[config.mk]
export PLATFORM = sky130hd
export DESIGN_NAME = alu_div_seq
export DESIGN_NICKNAME = d
export VERILOG_FILES = /design/src/rtl/alu_div_seq.sv
export SDC_FILE = /design/constraint.sdc
export NUM_CORES = 1
export LEC_CHECK = 0
export CAP_MARGIN = 20
export CORE_MARGIN = 3
export CORE_UTILIZATION = 57
export CTS_CLUSTER_DIAMETER = 100
export DETAILED_ROUTE_END_ITERATION = 7
export PLACE_DENSITY = 0.8
export SYNTH_ARGS = -nofsm -noshare
export SYNTH_HDL_FRONTEND = slang
export SYNTH_SLANG_ARGS = --single-unit
[constraint.sdc]
create_clock -name clk -period 5.8 [get_ports clk]
set_input_delay 1.16 -clock clk [delete_from_list [all_inputs] [get_ports clk]]
set_output_delay 1.16 -clock clk [all_outputs]
set_load 0.005 [all_outputs]
[src/rtl/alu_div_seq.sv]
// Sequential non-restoring divider: one quotient bit per clock, signed or unsigned,
// start/busy/done handshake, divide-by-zero and signed-overflow flags.
module alu_div_seq #(
  parameter int WIDTH = 32
) (
  input  logic             clk,
  input  logic             clr,
  input  logic             start,
  input  logic             is_signed,
  input  logic [WIDTH-1:0] dividend,
  input  logic [WIDTH-1:0] divisor,
  output logic             busy,
  output logic             done,
  output logic [WIDTH-1:0] quotient,
  output logic [WIDTH-1:0] remainder,
  output logic             div_by_zero,
  output logic             overflow
);

  // Handshake: start is taken only in IDLE; busy covers ITER and FIX;
  // done pulses for one cycle and results/flags then hold until the next accept.
  localparam int CW = $clog2(WIDTH + 1);
  localparam logic [WIDTH-1:0] MIN_VAL = {1'b1, {(WIDTH-1){1'b0}}};

  typedef enum logic [1:0] {IDLE, ITER, FIX, DONE} state_t;
  state_t state;

  logic [WIDTH:0]   acc;
  logic [WIDTH-1:0] qr;
  logic [WIDTH-1:0] m;
  logic [CW-1:0]    cnt;
  logic             q_neg;
  logic             r_neg;
  logic             ovf_pend;
  logic             dbz_pend;

  logic             dvd_neg;
  logic             dvs_neg;
  logic [WIDTH-1:0] dvd_mag;
  logic [WIDTH-1:0] dvs_mag;
  logic [WIDTH:0]   acc_sh;
  logic [WIDTH:0]   acc_step;
  logic [WIDTH:0]   acc_fix;
  logic [WIDTH-1:0] rem_mag;

  // MIN's magnitude 2^(WIDTH-1) is a valid unsigned value, so no special path is needed.
  always_comb begin
    dvd_neg  = is_signed & dividend[WIDTH-1];
    dvs_neg  = is_signed & divisor[WIDTH-1];
    dvd_mag  = dvd_neg ? -dividend : dividend;
    dvs_mag  = dvs_neg ? -divisor : divisor;
    acc_sh   = {acc[WIDTH-1:0], qr[WIDTH-1]};
    acc_step = acc[WIDTH] ? acc_sh + {1'b0, m} : acc_sh - {1'b0, m};
    acc_fix  = acc[WIDTH] ? acc + {1'b0, m} : acc;
    rem_mag  = acc_fix[WIDTH-1:0];
  end

  always_ff @(posedge clk) begin
    if (clr) begin
      state       <= IDLE;
      acc         <= '0;
      qr          <= '0;
      m           <= '0;
      cnt         <= '0;
      q_neg       <= 1'b0;
      r_neg       <= 1'b0;
      ovf_pend    <= 1'b0;
      dbz_pend    <= 1'b0;
      busy        <= 1'b0;
      done        <= 1'b0;
      quotient    <= '0;
      remainder   <= '0;
      div_by_zero <= 1'b0;
      overflow    <= 1'b0;
    end else begin
      case (state)
        IDLE: begin
          if (start) begin
            div_by_zero <= 1'b0;
            overflow    <= 1'b0;
            q_neg       <= dvd_neg ^ dvs_neg;
            r_neg       <= dvd_neg;
            ovf_pend    <= is_signed && (dividend == MIN_VAL) && (divisor == '1);
            acc         <= '0;
            m           <= dvs_mag;
            cnt         <= CW'(WIDTH);
            if (divisor == '0) begin
              qr       <= dividend;
              dbz_pend <= 1'b1;
              state    <= DONE;
            end else begin
              qr       <= dvd_mag;
              dbz_pend <= 1'b0;
              busy     <= 1'b1;
              state    <= ITER;
            end
          end
        end
        ITER: begin
          acc <= acc_step;
          qr  <= {qr[WIDTH-2:0], ~acc_step[WIDTH]};
          cnt <= cnt - CW'(1);
          if (cnt == CW'(1)) state <= FIX;
        end
        FIX: begin
          quotient  <= q_neg ? -qr : qr;
          remainder <= r_neg ? -rem_mag : rem_mag;
          overflow  <= ovf_pend;
          busy      <= 1'b0;
          done      <= 1'b1;
          state     <= DONE;
        end
        DONE: begin
          // A divide-by-zero spends one extra cycle here to raise its done pulse.
          if (dbz_pend) begin
            quotient    <= '1;
            remainder   <= qr;
            div_by_zero <= 1'b1;
            done        <= 1'b1;
            dbz_pend    <= 1'b0;
          end else begin
            done  <= 1'b0;
            state <= IDLE;
          end
        end
        default: state <= IDLE;
      endcase
    end
  end

endmodule
==> impl_results.md <==
* Nets@finish at 2039
* Vias in the first global route at 13050
* Clk_skew at 15.78 ps
* Slowest cell on the critical path: or4_1
* Layout cells sized above 1 at 4.877%
* Async set-reset flop share out of synthesis at 0%
* Leak at 5.978 nW
* Core Area at 0.02354 mm²
* Clk pwr share at 13.8%
* Final core utilization at 67.31%
* Die W at 161.2 µm
* Worst Path Required at 6170 ps
* Gpl congestion at 0.9591
* Final setup fails at 0
* Pwr Density at 545.4 mW/mm²
* Hold Path Class: flop to flop
* Grt ovf at 0
* CP Buf/Inv Count at 0
* Cell count after synthesis at 1832
* Net load switching power at 4.188 mW
* Unrepaired setup endpoints after global routing: false
* Crit-path cells: or4_1, nor3_1, nor4b_1, nand2_1, nor2_1, nand2_1, o41ai_1, xnor2_1, ha_1, nand4_1, nor2_1, a2111oi_0, o311ai_0, a31o_2, a211oi_1, xor2_1, mux2_2, a211oi_1
* Starting DRT DRC Count at 1322
* Total power at 8.642 mW
* Unique masters post-synth at 77
* Final period util at 87.80%
* Synth warn at 0
* Max-slew violation count at 0
* Initial antenna violation count at 0
* Worst-path clk slew at 80 ps
* Reg2reg path depth at 18
* Max_cap viols at 0
* Initial Utilization at 58.31%
* Period minus WS final at 5092 ps
* FILL cells at 2116
* Sw Share at 48.46%
* CP Class: flop to flop
* CP delay by family, top: simple AND/OR/NAND/NOR gates
* Ys flop type: dfxtp_1
* Synthesis-to-finish area growth at 15.44%
* Placed inst area at 0.01519 mm²
* DRC viols at 0
* Routed wire length at 42.82 mm
* Max Fclk at 196.4 MHz
* Synthesized area at 0.01373 mm²
* DR vias at 14020
* Antenna cells at 0
* Overall Global Routing Usage at 31.87%
* Die Ht at 161.2 µm
* Clk_lat worst skew at 450 ps
* Drt pass-1 iters at 6
* Slowest stage delay, CP at 560 ps
* Mean number of vias per cell at 6.298
* Crit path arrival time at 5460 ps
* Post-synth EDFFs at 0
* Wire per inst at 19.23 µm
* Most frequent cells in the layout: nor2_1, nand2_1, dfxtp_1
* Critical Path Stages at 18
* Root buf cell: clkbuf_16
* Int Pwr at 4.454 mW
* Combinational power share at 59.8%
* CTS tree: built
* IO buf count at 135
* Syn Nets at 1977
* WHS Path Cells at 2
* Num rows at 56
* Flop pwr share at 26.4%
* H-tree depth at 4
* Design Area, Final at 0.01585 mm²
* Seq cells post-synth at 177
* Pin count of the biggest net entering global routing at 117
* Fin Setup TNS at 0 ps
* Max transition margin at 30.03%
* Syn Area/Cell at 7.493 µm²
* Num ports at 136
* Count of final hold-check violations at 0
* # hold bufs at CTS at 0
* Post-synthesis sequential area ratio at 25.81%
* Status: complete, no violations
* Die area at 0.02598 mm²
* # clock sinks at 177
* Postcts setup bufs at 0
* Routed Antenna Nets at 0
* Commonest non-fill, non-tap cell in the layout: nor2_1
* CP Max Fanout at 6
* DPL Wire Length at 32.32 mm
* CP Launch Type: flop
* CP endpoint kind: flop
* CTS buffer count at 17
* Post-CTS resize count at 0
* First-pass GRT wire length at 67.27 mm
* Slew @ Worst Pin at 1048 ps
* Peak VDD IR at 0.3390 mV
* Clk buf depth at 2
## routing by layer
metal	vias up	GRT usage, %	part of all wire, %
met3	85	5.360	8.1
met4	0	10.32	2.5
met5	-	0	0
li1	6818	-	-
met1	6564	42.72	43
met2	553	52.49	46
## registers in the layout (all words and copies together), names as in the netlist
signal,cells
r_neg,1
qr,32
remainder,32
div_by_zero,1
dbz_pend,1
state,2
overflow,1
m,32
ovf_pend,1
busy,1
acc,33
quotient,32
cnt,6
q_neg,1
done,1
## through the flow
| stage | instances | hold WS [ps] | setup slack [ps] |
|---|---|---|---|
| after floorplan | 1832 | 431.9 | 433.9 |
| after global routing | 2226 | 487.3 | 191.0 |
| after global placement | 2192 | 444.8 | 839.4 |
| after CTS | 2224 | 459.8 | 717.4 |
| after detailed placement | 2192 | 449.8 | 776.6 |
| final | 2226 | 467.3 | 707.7 |
## power by group through the flow
stage          clock (mW)  combinational [mW]  sequential (mW)
6_report             1.19                5.17             2.28
5_1_grt              1.24                5.72             2.31
4_1_cts              1.20                5.08             2.25
3_5_place_dp            0                5.03             2.27
3_3_place_gp            0                4.94             2.26
2_1_floorplan           0                3.83             1.97
## worst reg2reg max path, stage by stage (launching register included)
cell	delay, ps
dfxtp_1	370
or4_1	570
nor3_1	240
nor4b_1	370
nand2_1	120
nor2_1	220
nand2_1	170
o41ai_1	340
xnor2_1	170
ha_1	320
nand4_1	140
nor2_1	60
a2111oi_0	330
o311ai_0	310
a31o_2	340
a211oi_1	330
xor2_1	130
mux2_2	280
a211oi_1	210
## final cells by class
type	instances	area (µm²)	share of cell area, %
Clock buffer	18	439.2	2.771
Sequential cell	177	3545	22.37
Clock inverter	14	166.4	1.050
Multi-Input combinational cell	1501	9603	60.60
Tap cell	319	399.1	2.519
Inverter	44	165.2	1.042
Timing Repair Buffer	153	1529	9.649
## worst paths after layout
path | to | startpoint | slack [ps]
max | qr[0] | m[6] | 710
min | m[31] | m[31] | 470
max reg2reg | qr[0] | m[6] | 710
min reg2reg | m[31] | m[31] | 470
## cells in the mapped netlist, types with 20 or more instances
| master | count | area (µm²) |
|---|---|---|
| a21oi_1 | 135 | 675.7 |
| xnor2_1 | 99 | 867.1 |
| dfxtp_1 | 177 | 3543 |
| or3_1 | 28 | 175.2 |
| ha_1 | 75 | 938.4 |
| o31ai_1 | 34 | 255.2 |
| a21o_1 | 26 | 195.2 |
| o211ai_1 | 25 | 187.7 |
| nand3_1 | 26 | 130.1 |
| nand2b_1 | 20 | 125.1 |
| o22ai_1 | 45 | 281.5 |
| nand4_1 | 25 | 156.4 |
| a211oi_1 | 49 | 367.9 |
| nor2_1 | 220 | 825.8 |
| xor2_1 | 91 | 797.0 |
| nand2_1 | 188 | 705.7 |
| clkbuf_1 | 94 | 352.8 |
| inv_1 | 44 | 165.2 |
| o21ai_0 | 113 | 565.5 |
| nor3_1 | 43 | 215.2 |
| a22oi_1 | 21 | 157.7 |
## kinds of logic (layout without fill, tap and decap cells)
family | count (synthesis) | in the layout | share of synthesized area, %
simple gates | 639 | 639 | 21.52
compound gates | 577 | 577 | 27.74
xor+xnor | 190 | 190 | 12.12
flops | 177 | 177 | 25.81
buf+inv | 154 | 229 | 4.293
fa+ha+maj | 77 | 77 | 7.128
mux | 18 | 18 | 1.386
Note: power is estimated with default switching activity, not from simulation.
